File: src/rtl/bla_request_arbiter.sv
// Round-robin arbiter that shares one bresenham_controller among NUM_REQ requesters.
// Optional watchdog abort of a stuck BUSY phase is enabled by defining BLA_ARB_WATCHDOG_EN.
module bla_request_arbiter #(
  parameter int NUM_REQ        = 2,
  parameter int TIMEOUT_CYCLES = 1024
) (
  input  logic                    clk,
  input  logic                    rst,
  input  logic [NUM_REQ-1:0]      req,
  input  logic [NUM_REQ-1:0]      req_vertice_num,
  input  logic [NUM_REQ*48-1:0]   req_coordinates,
  output logic [NUM_REQ-1:0]      grant,
  output logic [NUM_REQ-1:0]      req_done,
  output logic                    bla_en,
  output logic                    vertice_num,
  output logic [47:0]             coordinates,
  input  logic                    bla_done,
  output logic                    busy,
  output logic                    timeout_err
);

  localparam int PW = $clog2(NUM_REQ);

  typedef enum logic [1:0] {
    S_IDLE,
    S_ISSUE,
    S_BUSY,
    S_RELEASE
  } state_t;

  if (NUM_REQ < 2 || NUM_REQ > 4 || TIMEOUT_CYCLES < 1 || TIMEOUT_CYCLES > 65536) begin : g_bad_param
    $error("bla_request_arbiter: NUM_REQ must be 2..4 and TIMEOUT_CYCLES 1..65536");
  end

  state_t               r_state;
  logic [PW-1:0]        r_rr_ptr;
  logic [PW-1:0]        r_owner;
  logic [NUM_REQ-1:0]   r_grant;
  logic [NUM_REQ-1:0]   r_req_done;
  logic                 r_bla_en;
  logic                 r_vertice_num;
  logic [47:0]          r_coordinates;
  logic                 r_busy;

  logic [PW-1:0]        w_win;
  logic [PW-1:0]        w_cand;
  logic                 w_found;
  int                   w_idx;
  logic [PW-1:0]        w_next_ptr;
  logic                 w_wd_expire;
  logic [47:0]          w_coord_arr [NUM_REQ];

  for (genvar g = 0; g < NUM_REQ; g++) begin : g_coord
    assign w_coord_arr[g] = req_coordinates[48*g +: 48];
  end

  // Scan from rr_ptr upward, wrapping, and keep the first requester found.
  always_comb begin
    w_win   = '0;
    w_cand  = '0;
    w_found = 1'b0;
    w_idx   = 0;
    for (int k = 0; k < NUM_REQ; k++) begin
      w_idx = int'(r_rr_ptr) + k;
      if (w_idx >= NUM_REQ) w_idx = w_idx - NUM_REQ;
      w_cand = PW'(w_idx);
      if (!w_found && req[w_cand]) begin
        w_found = 1'b1;
        w_win   = w_cand;
      end
    end
  end

  assign w_next_ptr = (int'(r_owner) == NUM_REQ - 1) ? '0 : r_owner + PW'(1);

`ifdef BLA_ARB_WATCHDOG_EN
  logic [15:0] r_wd_cnt;
  logic        r_timeout_err;

  assign w_wd_expire = (r_state == S_BUSY) && !bla_done &&
                       (r_wd_cnt == 16'(TIMEOUT_CYCLES - 1));

  always_ff @(posedge clk) begin
    if (rst) begin
      r_wd_cnt      <= '0;
      r_timeout_err <= 1'b0;
    end else begin
      if (r_state == S_BUSY && !bla_done) r_wd_cnt <= r_wd_cnt + 16'd1;
      else                                r_wd_cnt <= '0;
      if (w_wd_expire) r_timeout_err <= 1'b1;
    end
  end

  assign timeout_err = r_timeout_err;
`else
  assign w_wd_expire = 1'b0;
  assign timeout_err = 1'b0;
`endif

  always_ff @(posedge clk) begin
    if (rst) begin
      r_state       <= S_IDLE;
      r_rr_ptr      <= '0;
      r_owner       <= '0;
      r_grant       <= '0;
      r_req_done    <= '0;
      r_bla_en      <= 1'b0;
      r_vertice_num <= 1'b0;
      r_coordinates <= '0;
      r_busy        <= 1'b0;
    end else begin
      case (r_state)
        S_IDLE: begin
          if (|req) begin
            r_owner       <= w_win;
            r_grant       <= NUM_REQ'(1) << w_win;
            r_vertice_num <= req_vertice_num[w_win];
            r_coordinates <= w_coord_arr[w_win];
            r_bla_en      <= 1'b1;
            r_busy        <= 1'b1;
            r_state       <= S_ISSUE;
          end
        end
        // bla_done here is deliberately dropped: the engine has not started yet.
        S_ISSUE: begin
          r_bla_en <= 1'b0;
          r_state  <= S_BUSY;
        end
        S_BUSY: begin
          if (bla_done || w_wd_expire) begin
            r_req_done <= NUM_REQ'(1) << r_owner;
            r_grant    <= '0;
            r_rr_ptr   <= w_next_ptr;
            r_state    <= S_RELEASE;
          end
        end
        // One dead cycle lets the controller pass DONE_WAIT and IDLE before restarting.
        S_RELEASE: begin
          r_req_done <= '0;
          r_busy     <= 1'b0;
          r_state    <= S_IDLE;
        end
        default: r_state <= S_IDLE;
      endcase
    end
  end

  assign grant       = r_grant;
  assign req_done    = r_req_done;
  assign bla_en      = r_bla_en;
  assign vertice_num = r_vertice_num;
  assign coordinates = r_coordinates;
  assign busy        = r_busy;

endmodule

File: config.mk
export PLATFORM = sky130hd
export DESIGN_NAME = bla_request_arbiter
export DESIGN_NICKNAME = d
export VERILOG_FILES = /design/src/rtl/bla_request_arbiter.sv
export SDC_FILE = /design/constraint.sdc
export NUM_CORES = 1
export LEC_CHECK = 0
export CAP_MARGIN = 20
export CORE_ASPECT_RATIO = 0.7
export CORE_MARGIN = 4
export CORE_UTILIZATION = 38
export CTS_CLUSTER_SIZE = 25
export DETAILED_ROUTE_END_ITERATION = 12
export PLACE_DENSITY = 0.89
export SYNTH_ARGS = -nofsm -noshare
export SYNTH_HDL_FRONTEND = slang
export SYNTH_SLANG_ARGS = --single-unit
File: constraint.sdc
create_clock -name clk -period 1.84 [get_ports clk]
set_input_delay 0.368 -clock clk [delete_from_list [all_inputs] [get_ports clk]]
set_output_delay 0.368 -clock clk [all_outputs]
set_load 0.1 [all_outputs]
# Word level (Yosys, flattened, before mapping)
# Index checks and enable logic that the tools add are counted.
# op_classes
addsub,4
n_mul,0
n_div,0
magnitude_cmp,6
n_eq_ne,5
n_shift,2
muxes,26
bitwise,1
n_reduce_logical,15
# ops
op,n
$mux W48,3
$mux W1,13
$reduce_and A2 Y1,6
$mux W2,5
$pmux W2 S2,2
$pmux W2 S4,1
$reduce_bool A2 Y1,4
$lt A1 B2 Y1 const B,3
$eq A2 B2 Y1 const B,2
$ge A2 B2 Y1 const B,2
$ne A2 B2 Y1 const B,2
$pmux W1 S2,2
$shl A1 B1 Y2 const A,2
$reduce_and A3 Y1,1
$add A1 B1 Y2 const B,1
$eq A2 B1 Y1 const B,1
$ge A1 B2 Y1 const B,1
$logic_not A2 Y1,1
$not A1 Y2,1
$reduce_or A2 Y1,1
$sub A1 B1 Y1 const B,2
$add A1 B1 Y1 const B,1
$logic_and A1 B1 Y1,1
$logic_not A1 Y1,1
# totals
ff_bits,59
latch_bits,0
mem_bits_rw,0
rom_bits,0
inputBits,103
word_cells,68
mem_count,0

# Depth between registers and ports, before layout
# Gate-level depths: netlist (run 1).
# logic_depth
word_depth,12
ltp_mapped,7

# Worst setup path after synthesis (run 1)
# Ideal clock, no wire load.
# synth_path
path_type,register to register
from,reg r_state[0]
to,"reg r_grant[0], in the netlist grant[0]"
setup_ps,92
arrival_time_ps,1545
slack_ps,203
path_stages_with_launch,6
path_buffers,0
synth_period_minus_slack_ps,1637
path_cell_list,dfxtp_1 > inv_1 > ha_1 > nor3b_4 > or4b_4 > o32ai_1
# synth_via
elab_chain_len,3
# synth_rtl
element,line_no,rtl
start: declaration,35,state_t r_state;
start signal: assignment,102,r_state <= S_IDLE;
start signal: assignment,121,r_state <= S_ISSUE;
start signal: assignment,127,r_state <= S_BUSY;
$eq A2 B2 Y1 / $logic_not A2 Y1 (equally long branches),112,case (r_state)
$ne A2 B2 Y1 (no source line) / $reduce_bool A2 Y1 (equally long branches),--,
$reduce_and A3 Y1 (no source line),--,
end signal: assignment,116,r_grant <= NUM_REQ'(1) << w_win;
end: declaration,38,logic [NUM_REQ-1:0] r_grant;
# Parallel ways exist; a longest one is shown, timed or not.
# A chain may end at the register's enable or synchronous reset.

# Worst setup path in the final report (run 1)
# layout_path
from,reg r_state[0]
to,"reg r_grant[1], in the netlist grant[1]"
# The elaborated chain is that of the path after synthesis.

==> reports/metrics.cfg, run 1 <==
[status]
status=finished clean

[power]
p_per_area_nw_per_um2=2020
p_leak_nw=1.99
vdd_drop_max_uv=1050

[finish]
fin_nets=602
utilization=0.760
diodes=0
final_area_sq_um=5300
drive_gt1_frac=0.189
syn2layout_area_growth_pct=88.5
final_cells=592

[cts]
insertion_delay_ps=330
cts_resized=0
clkTransAtPathRegs_ps=70
cts.path.max_buffers=2
cts_tree=yes
root_buffer=clkbuf_8
post-cts-setup-buffer-count=0
cts_buffers=9
postCtsHoldBufs=0
cts.sinks=59
cts_htree_levels=3

[placed_design]
routabilityCongestion=0.804
placed_cell_area_sq_um=5110
numPortBuffers=157
dp_hpwl_um=8150
post-place-ws_ps=-149
dp_cells=576

[sta]
max_freq_ghz=0.575
finalSetupViolCount=0
finalHoldViolCount=0
drv_slew=0
rsz0062_at_grt=false
skew_ps=6.71
fin_ws_ps=102
worst_hold_slack_ps=419
finalCritPeriodShare=0.945
period_minus_slack_ps=1740

[drt]
drtAntennaViolNets=0
dr_total_vias=3344
avgViaCountPerCell=5.65
drt-initial-drc-count=143
drt_pass1_iterations=4
wl_per_cell_um=18.1
wirelength_um=10700
drcViolationCount=0

[logic_synthesis]
synth_cells=349
yosysUniqueCellTypes=28
syn_nets=458
async_reset_ff_frac=0
synthFlopType=dfxtp_1
syn_avg_cell_area_sq_um=8.06
synthTopCellsByCount=59 x dfxtp_1, 55 x nor2_1, 52 x o21ai_0
ys_top_cells_by_area=dfxtp_1 42%, a311oi_1 15%, o21ai_0 9.3%
synth_seq_cells=59
synth_warnings=0
yosysTopAreaCellShare=0.420
yosysMostFrequentCell=dfxtp_1
yosysSeqAreaShare=0.420
synth_area_sq_um=2810
synth_edf_count=0
yosys.area.top_type=dfxtp_1

[floorplanning]
chipWidth_um=111
core_area_sq_um=6980
initial_core_util=0.403
rows=25
die-area_sq_um=8860
io_pins=159
die_h_um=80.0

[grt]
grt.overflow.total=0
grt_max_degree=51
grt_pass1_vias=3336
grt_pass1_wl_um=17100
grt_usage=0.242
grt_antenna_before_repair=0

[setup_path]
cp_max_fo=5
critPathLaunchType=flop
criticalPathCategory=flop to flop
end_kind=flop
crit_arrival_ps=1930
crit_required_ps=2030

[worst_hold_path]
hold_path.class=primary input to flop

[job]
cap_violations=0

-- per-layer routing --
layer | up-vias | routed length, um | GRT usage | part of all wire
met3 | 19 | 1240 | 0.0848 | 0.12
met4 | 0 | 223 | 0.0836 | 0.021
met1 | 1552 | 3970 | 0.270 | 0.37
li1 | 1577 | - | - | -
met5 | - | 0 | 0 | 0
met2 | 196 | 5310 | 0.432 | 0.49
-- final timing paths --
| kind | end | from | slack, ps | cells after the start |
|---|---|---|---|---|
| worst max-delay path | grant[1] | r_state[0] | 100 | 7 |
| worst min-delay path | r_owner | rst | 420 | 2 |
| worst max register to register | grant[1] | r_state[0] | 100 | 7 |
| worst min register to register | req_done[0] | req_done[0] | 500 | 2 |
-- worst max-delay path, stage by stage, from the launching register on --
cell	delay, ps
dfxtp_1	370
inv_1	120
ha_1	230
nor3b_4	160
buf_4	150
buf_4	140
nor3_1	310
o32ai_1	130
-- report_power, final --
part / switching (mW) / total (mW) / internal (mW)
logic: 4.60 / 7.24 / 2.64
clock network: 0.509 / 1.16 / 0.656
registers: 0.525 / 2.29 / 1.77
-- layout by cell type (no fill, tap or decap), types with 3 or more instances in the layout --
master           instances
dfxtp_1                 59
nor2_1                  55
nand3_1                 49
inv_1                    5
o21ai_0                 52
clkbuf_8                10
ha_1                     6
buf_4                    9
a311oi_1                49
a21oi_1                  4
buf_12                  63
clkdlybuf4s50_1        100
nand2_1                  7
clkinv_2                 3
-- cell type report --
type,count,area (sq um)
Clock inverter,5,52.6
Tap cell,94,118
Multi-Input combinational cell,243,1450
Fill cell,463,1680
Timing Repair Buffer,174,2340
Clock buffer,11,141
Inverter,6,22.5
Sequential cell,59,1180
-- sequential cells by signal, indices dropped and copies added (netlist names) --
register,count
bla_en,1
busy,1
coordinates,48
grant,2
r_owner,1
r_rr_ptr,1
r_state,2
req_done,2
vertice_num,1
-- through the flow --
| stage | setup TNS [ps] | total power, mW |
|---|---|---|
| 2_1_floorplan | 0 | 6.63 |
| 3_3_place_gp | -146 | 9.39 |
| 3_5_place_dp | -4070 | 9.58 |
| 4_1_cts | 0 | 10.7 |
| 5_1_grt | 0 | 11.1 |
| 6_report | 0 | 10.7 |
-- cell families (layout without fill, tap and decap cells) --
| logic type | count (synthesis) | after routing | synth area share |
|---|---|---|---|
| other cells | 1 | 1 | 0.00133 |
| mux | 2 | 2 | 0.00712 |
| compound gates | 111 | 111 | 0.270 |
| fa+ha+maj | 6 | 6 | 0.0267 |
| buf+inv | 47 | 196 | 0.0694 |
| flops | 59 | 59 | 0.420 |
| simple gates | 123 | 123 | 0.206 |
No activity file was read; power rests on OpenSTA's default activity.
==> run 2: changes to the inputs <==
--- a/config.mk
+++ b/config.mk
@@ -11,7 +11,9 @@
 export CORE_UTILIZATION = 38
 export CTS_CLUSTER_SIZE = 25
 export DETAILED_ROUTE_END_ITERATION = 12
+export GPL_TIMING_DRIVEN = 0
 export PLACE_DENSITY = 0.89
+export SLEW_MARGIN = 5
 export SYNTH_ARGS = -nofsm -noshare
 export SYNTH_HDL_FRONTEND = slang
 export SYNTH_SLANG_ARGS = --single-unit
==> reports/metrics.cfg, run 2 (same netlist as run 1, synthesis figures left out) <==
[placed_design]
dp_hpwl_um=7830
numPortBuffers=155
placed_cell_area_sq_um=4480
routabilityCongestion=0.839

[finish]
diodes=0
final_common_cell=clkdlybuf4s50_1
largest_reg_flops=48
fin_nets=624
regArea_sq_um=1180
multi_input_area_sq_um=1450
drive_gt1_frac=0.187
nFillCells=608
final_area_sq_um=4750
final_cell_mix=100 x clkdlybuf4s50_1, 58 x dfxtp_1, 55 x nor2_1, 55 x clkdlybuf4s15_2, 52 x o21ai_0
syn2layout_area_growth_pct=68.8

[grt]
grt_pass1_vias=3291
grt_pass1_wl_um=16400
grt_antenna_before_repair=0
grt_max_degree=11
grt.overflow.total=0
grt_usage=0.230

[worst_hold_path]
hold_path.class=primary input to flop

[drt]
avgViaCountPerCell=5.56
wirelength_um=10300
drt_pass1_iterations=5
dr_total_vias=3407
wl_per_cell_um=16.9
drtAntennaViolNets=0
drt-initial-drc-count=173
drcViolationCount=0

[cts]
cts_tree=yes
cts_buffers=9
cts.path.max_buffers=2
insertion_delay_ps=330
cts.sinks=59
cts_htree_levels=3
clkTransAtPathRegs_ps=60
root_buffer=clkbuf_8

[setup_path]
crit_chain=inv_1 -> ha_4 -> nor3b_4 -> or4b_4 -> o32ai_1
cp_max_fo=7
crit_required_ps=2070
end_kind=flop
criticalPathCategory=flop to flop
critPathSlowestCell=or4b_4
crit_path_max_incr_delay_ps=520
crit_arrival_ps=1950
critPathLaunchType=flop

[sta]
finalHoldViolCount=0
finalCritPeriodShare=0.932
rsz0062_at_grt=false
tightestPinTransition_ps=569
period_minus_slack_ps=1710
finalSetupViolCount=0
setup_tns_ps=0
max_freq_ghz=0.583
skew_ps=10.3
relSlewSlack=0.622
drv_slew=0
worst_hold_slack_ps=426

[floorplanning]
die_h_um=80.0
rows=25
chipWidth_um=111
initial_core_util=0.403
core_area_sq_um=6980
io_pins=159
die-area_sq_um=8860

[power]
p_per_area_nw_per_um2=1920
vdd_drop_max_uv=1040
p_leak_nw=1.72
p_total_mw=9.12

[job]
cap_violations=0

[status]
status=finished clean

run 2: per-layer routing:
metal  up-vias  share of wire  global-route usage
met2       189           0.46               0.377
met3        18          0.096              0.0780
li1       1629              -                   -
met5         -              0                   0
met1      1571           0.43               0.281
met4         0          0.017              0.0849
run 2: timing repair:
item / 4_1_cts / 5_1_grt
resized for setup: 167 / 29
cloned: 0 / 0
setup endpoints to repair: 61 / 51
hold buffers: 0 / 0
endpoints found under the hold margin: 0 / 0
buffers inserted: 0 / 0
run 2: cell type report:
| cell class | instances | share of cell area |
|---|---|---|
| clock buffer | 12 | 0.0306 |
| tap | 94 | 0.0248 |
| inverter | 6 | 0.00474 |
| multi-input combinational | 243 | 0.305 |
| timing repair buffer | 155 | 0.341 |
| clock inverter | 3 | 0.00316 |
| sequential | 59 | 0.249 |
| buffer | 41 | 0.0411 |
run 2: path summary, 6_finish.rpt:
path,slack [ps],to,startpoint,cells after the start
max,130,grant[0],r_state[0],5
min,430,coordinates[2],req[1],3
max reg2reg,130,grant[0],r_state[0],5
min reg2reg,450,req_done[1],req_done[1],2
run 2: stage by stage:
stage | utilization | worst slack [ps] | instances
2_1_floorplan | - | 203 | 349
3_3_place_gp | 0.642 | -262 | 598
3_5_place_dp | 0.642 | -330 | 598
4_1_cts | 0.676 | 6.40 | 613
5_1_grt | 0.681 | 15.9 | 613
6_report | 0.681 | 125 | 613
run 2: report_power, final:
group	total (mW)	switching, mW	internal [mW]
clock	1.00	0.493	0.512
combinational	6.07	4.60	1.47
sequential	2.04	0.269	1.77
run 2: critical path, delay by kind of cell, from the launching register on:
family | cells | cell delay (ps)
AOI/OAI and AO/OA | 1 | 220
adders and majority gates | 1 | 210
buffers and inverters | 1 | 130
DFF | 1 | 360
and+or+nand+nor | 2 | 690
